File: src/rtl/gray_to_binary_sync_receiver.sv
// gray_to_binary_sync_receiver
//   Synchronises a gray-coded bus (counter / pointer) through a flop chain,
//   decodes it to binary and strobes Data_Valid_Out for one cycle whenever
//   the decoded value is reloaded.
//   Optional feature macro: GRAY_RX_STEP_CHECK_EN
//     defined   -> sticky Step_Error_Out flags any multi-bit gray step seen
//                  while tracking (cleared by Error_Clear_In or reset)
//     undefined -> no step checker, Step_Error_Out tied low,
//                  Error_Clear_In ignored
//   Legal parameter ranges: DATA_WIDTH 2..32, SYNC_STAGES 2..4.
module gray_to_binary_sync_receiver #(
  parameter int DATA_WIDTH  = 16,
  parameter int SYNC_STAGES = 2
) (
  input  logic                  Clock_In,
  input  logic                  Reset_n_In,
  input  logic                  Enable_In,
  input  logic [DATA_WIDTH-1:0] Gray_Data_In,
  input  logic                  Error_Clear_In,
  output logic [DATA_WIDTH-1:0] Binary_Data_Out,
  output logic                  Data_Valid_Out,
  output logic                  Step_Error_Out
);

  typedef enum logic [1:0] {
    IDLE  = 2'd0,
    PRIME = 2'd1,
    TRACK = 2'd2
  } state_t;

  state_t                state_reg;
  state_t                state_next;

  logic [DATA_WIDTH-1:0] sync_reg [SYNC_STAGES];
  logic [DATA_WIDTH-1:0] gray_sync;
  logic [DATA_WIDTH-1:0] gray_dec;

  logic [DATA_WIDTH-1:0] bin_reg;
  logic [DATA_WIDTH-1:0] bin_next;
  logic [DATA_WIDTH-1:0] prev_reg;
  logic [DATA_WIDTH-1:0] prev_next;
  logic                  valid_reg;
  logic                  valid_next;
  logic                  gray_changed;

  // Synchroniser chain: shifts every cycle, independent of Enable_In, so the
  // last stage always reflects the input as of SYNC_STAGES edges ago.
  always_ff @(posedge Clock_In or negedge Reset_n_In) begin
    if (!Reset_n_In) begin
      for (int i = 0; i < SYNC_STAGES; i++) begin
        sync_reg[i] <= '0;
      end
    end else begin
      sync_reg[0] <= Gray_Data_In;
      for (int i = 1; i < SYNC_STAGES; i++) begin
        sync_reg[i] <= sync_reg[i-1];
      end
    end
  end

  assign gray_sync = sync_reg[SYNC_STAGES-1];

  // Gray decode: each binary bit is the XOR of all gray bits at or above it.
  // Written as independent reduction XORs so no bit depends on another
  // output bit (keeps the combinational graph flat).
  genvar gi;
  generate
    for (gi = 0; gi < DATA_WIDTH; gi++) begin : g_decode
      assign gray_dec[gi] = ^gray_sync[DATA_WIDTH-1:gi];
    end
  endgenerate

  assign gray_changed = (gray_sync != prev_reg);

`ifdef GRAY_RX_STEP_CHECK_EN
  logic [DATA_WIDTH-1:0] step_diff;
  logic                  multi_bit_step;
  logic                  step_set;
  logic                  err_reg;
  logic                  err_next;

  // More than one bit differs iff clearing the lowest set bit of the
  // difference still leaves something set; avoids a full popcount adder.
  assign step_diff      = gray_sync ^ prev_reg;
  assign multi_bit_step = ((step_diff & (step_diff - DATA_WIDTH'(1))) != '0);
`endif

  // FSM state register.
  always_ff @(posedge Clock_In or negedge Reset_n_In) begin
    if (!Reset_n_In) begin
      state_reg <= IDLE;
    end else begin
      state_reg <= state_next;
    end
  end

  // Next-state and datapath-load decisions; defaults hold everything.
  always_comb begin
    state_next = state_reg;
    bin_next   = bin_reg;
    prev_next  = prev_reg;
    valid_next = 1'b0;
`ifdef GRAY_RX_STEP_CHECK_EN
    step_set   = 1'b0;
`endif
    case (state_reg)
      IDLE: begin
        if (Enable_In) begin
          state_next = PRIME;
        end
      end
      PRIME: begin
        // Unconditional reload: whatever happened while disabled is
        // accepted as the new reference without a step check.
        bin_next   = gray_dec;
        prev_next  = gray_sync;
        valid_next = 1'b1;
        state_next = Enable_In ? TRACK : IDLE;
      end
      TRACK: begin
        if (!Enable_In) begin
          state_next = IDLE;
        end else if (gray_changed) begin
          bin_next   = gray_dec;
          prev_next  = gray_sync;
          valid_next = 1'b1;
`ifdef GRAY_RX_STEP_CHECK_EN
          step_set   = multi_bit_step;
`endif
        end
      end
      default: begin
        state_next = IDLE;
      end
    endcase
  end

  // Output and reference registers.
  always_ff @(posedge Clock_In or negedge Reset_n_In) begin
    if (!Reset_n_In) begin
      bin_reg   <= '0;
      prev_reg  <= '0;
      valid_reg <= 1'b0;
    end else begin
      bin_reg   <= bin_next;
      prev_reg  <= prev_next;
      valid_reg <= valid_next;
    end
  end

  assign Binary_Data_Out = bin_reg;
  assign Data_Valid_Out  = valid_reg;

`ifdef GRAY_RX_STEP_CHECK_EN
  // Sticky error: a new illegal step outranks a clear on the same edge so an
  // error is never lost.
  always_comb begin
    err_next = err_reg;
    if (step_set) begin
      err_next = 1'b1;
    end else if (Error_Clear_In) begin
      err_next = 1'b0;
    end
  end

  // Sticky error flag register.
  always_ff @(posedge Clock_In or negedge Reset_n_In) begin
    if (!Reset_n_In) begin
      err_reg <= 1'b0;
    end else begin
      err_reg <= err_next;
    end
  end

  assign Step_Error_Out = err_reg;
`else
  logic unused_error_clear;

  assign unused_error_clear = Error_Clear_In;
  assign Step_Error_Out     = 1'b0;
`endif

endmodule

File: config.mk
export PLATFORM = sky130hd
export DESIGN_NAME = gray_to_binary_sync_receiver
export DESIGN_NICKNAME = d
export VERILOG_FILES = /design/src/rtl/gray_to_binary_sync_receiver.sv
export SDC_FILE = /design/constraint.sdc
export NUM_CORES = 1
export LEC_CHECK = 0
export BUFFER_PORTS_ARGS = -buffer_cell sky130_fd_sc_hd__buf_2
export CAP_MARGIN = 20
export CELL_PAD_IN_SITES_DETAIL_PLACEMENT = 0
export CELL_PAD_IN_SITES_GLOBAL_PLACEMENT = 2
export CORE_MARGIN = 2
export CORE_UTILIZATION = 43
export DETAILED_ROUTE_END_ITERATION = 12
export GPL_TIMING_DRIVEN = 0
export PLACE_DENSITY_LB_ADDON = 0.1
export SLEW_MARGIN = 20
export SYNTH_ARGS = -nofsm -noshare
export SYNTH_HDL_FRONTEND = slang
export SYNTH_SLANG_ARGS = --single-unit
File: constraint.sdc
create_clock -name Clock_In -period 4.4 [get_ports Clock_In]
set_input_delay 0.44 -clock Clock_In [delete_from_list [all_inputs] [get_ports Clock_In]]
set_output_delay 0.44 -clock Clock_In [all_outputs]
set_load 0.02 [all_outputs]
==> impl_metrics.py <==
metrics = {
    "status": {
        "outcome": "complete, no violations",
    },
    "yosys": {
        "sequential_area_share_after_synthesis_pct": 63.9,
        "synth.yosys.warnings": 0,
        "post-synth-top-area-fraction_pct": 63.9,
        "synthFlopType": "dfrtp_1",
        "postSynthAreaPerCell_um2": 15.8,
        "synth.top_cells.by_area": "dfrtp_1 64%, mux2_2 13%, xnor2_1 8.8%",
        "mapped_cell_area_mm2": 0.00258,
        "synth-edff-count": 0,
        "synth_top_cell_by_area": "dfrtp_1",
        "synth-async-reset-ratio_pct": 100,
        "synth_register_bits": 66,
        "netlist-cell-type-count": 22,
        "synth_commonest_cells": "66 x dfrtp_1, 29 x mux2_2, 26 x xnor2_1",
        "synthesis.instances": 164,
        "yosysMostFrequentCell": "dfrtp_1",
        "syn-num-nets": 187,
    },
    "cts": {
        "post-cts-setup-buffer-count": 0,
        "postCtsHoldBufs": 0,
        "tritoncts.num_buffers": 9,
        "cts_tree": "done",
        "cts.root.buffer_cell": "clkbuf_8",
        "clock_path_buffers": 2,
        "clk-insertion-delay-late_ns": 0.33,
        "cts.htree.levels": 3,
        "ctsResizeCount": 0,
        "worst_setup_hold_path_clk_slew_ns": 0.07,
        "clock_sink_count": 66,
    },
    "critical_path": {
        "start_kind": "flip-flop",
        "worst_path_dominant_cell_family": "XOR/XNOR gates",
        "origin_of_the_critical_flop_to_flop_path": "gray_sync[14]$_DFF_PN0_",
        "worst_r2r_path_depth": 5,
        "worst-path-buf-inv": 0,
        "worst-endpoint-arrival_ns": 2.78,
        "timing.critical_path.required_ns": 4.62,
        "cpMaxStageDelayCell": "xor3_2",
        "r2r_setup_slack_ns": 1.84,
        "crit_path_frequent_cell": "xor3_2",
        "timing.rr.end": "Binary_Data_Out[0]$_DFFE_PN0P_",
        "crit_path_end_kind": "flip-flop",
        "cp_max_fo": 6,
        "timing_worst_setup_path_type": "flip-flop to flip-flop",
        "worst_path_largest_cell_delay_ns": 0.50,
        "worstPathCellList": "xor3_2 > xnor3_2 > xor3_2 > xnor3_1 > mux2_4",
    },
    "worst_hold_path": {
        "hold_class": "input port to async pin",
    },
    "die": {
        "total_i_o_pin_count": 38,
        "chipHeight_um": 81.5,
        "dieArea_mm2": 0.00665,
        "die_x_um": 81.5,
        "floorplan.initialDensity_pct": 44.2,
        "core.rowCount": 28,
        "core_mm2": 0.00585,
    },
    "cells_and_area": {
        "multi_input_comb_area_um2": 888,
        "final.fill_count": 521,
        "fin_util_pct": 52.7,
        "syn2layout_area_growth_pct": 19.3,
        "nNetsFinal": 233,
        "final_cell_area_mm2": 0.00308,
        "layout-drive-gt1-share_pct": 40.0,
        "antenna_diode_count": 0,
        "sequential_cell_area_mm2": 0.00165,
    },
    "timing": {
        "worst_pin_slew_ns": 0.798,
        "setup_total_negative_slack_ns": 0,
        "period_share_pct": 58.2,
        "hold_violations": 0,
        "rsz0062_at_grt": "no",
        "final_critical_path_required_period_ns": 2.56,
        "final_max_slew_viol_count": 0,
        "setup-violations-final": 0,
        "fmax_ghz": 0.391,
        "slew-limit-headroom_pct": 46.8,
        "fin_hold_ws_ns": 0.197,
        "worst_clock_skew_ns": 0.00851,
    },
    "power": {
        "power.static_leakage_uw": 0.00139,
        "ir_drop_v": 0.000326,
        "power-per-cell-area_mw_per_mm2": 742,
    },
    "placement": {
        "final_weighted_congestion_in_routability_driven_placement": 0.679,
        "placement.cell_area_mm2": 0.00286,
        "dp.final_hpwl_mm": 2.86,
        "io_buffers": 35,
    },
    "detailed_routing": {
        "detailroute.via_count": 1352,
        "drc_errors": 0,
        "wirelength_mm": 4.02,
        "first_iter_violations": 29,
        "avgRoutedWirePerCell_um": 13.9,
        "antenna_left": 0,
        "vias_per_cell": 4.66,
        "drt-pass1-iter-count": 4,
    },
    "global_route": {
        "grt_max_degree": 67,
        "grt_pass1_wl_mm": 6.71,
        "antenna_found_initial": 0,
        "grt_pass1_vias": 1427,
        "overflow": 0,
        "global_route.usage.total_pct": 13.8,
    },
    "job": {
        "max_cap_violations": 0,
    },
}
[routing by layer]
layer / global-route usage [%] / share of wire [%] / routed length [um] / vias to the layer above
met4: 7.63 / 2.0 / 82 / 0
met3: 3.63 / 5.1 / 204 / 9
met2: 21.3 / 47 / 1890 / 35
met5: 0 / 0 / 0 / -
met1: 17.8 / 46 / 1840 / 670
li1: - / - / - / 638
[worst max-delay path by stage]
stage | from | to | slack, ns | depth (start not counted)
floorplan | gray_sync[14]$_DFF_PN0_ | Binary_Data_Out[0]$_DFFE_PN0P_ | 1.97 | 5
global placement | gray_sync[14]$_DFF_PN0_ | Binary_Data_Out[0]$_DFFE_PN0P_ | 1.83 | 5
detailed placement | gray_sync[14]$_DFF_PN0_ | Binary_Data_Out[0]$_DFFE_PN0P_ | 1.82 | 5
CTS | gray_sync[14]$_DFF_PN0_ | Binary_Data_Out[0]$_DFFE_PN0P_ | 1.81 | 5
global route | gray_sync[13]$_DFF_PN0_ | Binary_Data_Out[0]$_DFFE_PN0P_ | 1.74 | 5
finish | gray_sync[14]$_DFF_PN0_ | Binary_Data_Out[0]$_DFFE_PN0P_ | 1.84 | 5
[report_power, final]
group | switching, uW | total [uW] | internal [uW]
combinational | 395 | 837 | 442
sequential | 102 | 890 | 789
clock | 228 | 563 | 335
total | 724 | 2290 | 1570
[worst reg2reg max path: stages (launching register included)]
cell and delay, ns:
dfrtp_1 0.44, xor3_2 0.45, xnor3_2 0.44, xor3_2 0.50
xnor3_1 0.36, mux2_4 0.26
[kinds of logic after synthesis]
group / count (synthesis) / synth area share, %
AO/OA/AOI/OAI: 6 / 1.60
adder cells (fa/ha/maj): 3 / 1.45
XOR/XNOR: 38 / 15.8
buffers and inverters: 10 / 1.74
flip-flops: 66 / 63.9
multiplexers: 31 / 13.6
other: 1 / 0.145
AND/OR/NAND/NOR: 9 / 1.79
[per-stage QoR]
stage	cells	setup WS, ns	total power (uW)
finish	290	1.84	2290
global route	290	1.74	2440
CTS	290	1.81	2330
detailed placement	274	1.82	1760
global placement	274	1.83	1720
floorplan	164	1.97	1540
[final cells by class]
class | instances | area share (%)
plain buffers | 5 | 0.852
clock buffers | 10 | 4.46
clock inverters | 6 | 2.92
inverters | 5 | 0.609
multi-input cells | 88 | 28.8
flip-flops and latches | 66 | 53.5
well taps | 75 | 3.04
repair buffers | 35 | 5.76
[cell usage in the layout (no fill, tap or decap), types with 2 or more instances in the layout]
cell type  Yosys  layout
ha_1           3       3
nand2_1        3       3
xnor3_1        2       2
o21ai_0        3       3
nand4_1        4       4
clkbuf_8       0      10
buf_4          2       3
xor3_2         2       2
dfrtp_1       66      66
inv_1          5       5
bufinv_16      0       2
xor2_1         7       7
clkbuf_1       3       3
buf_2          0      34
xnor2_1       26      26
clkinv_4       0       2
mux2_2        29      29
(Power assumes the default switching activity.)
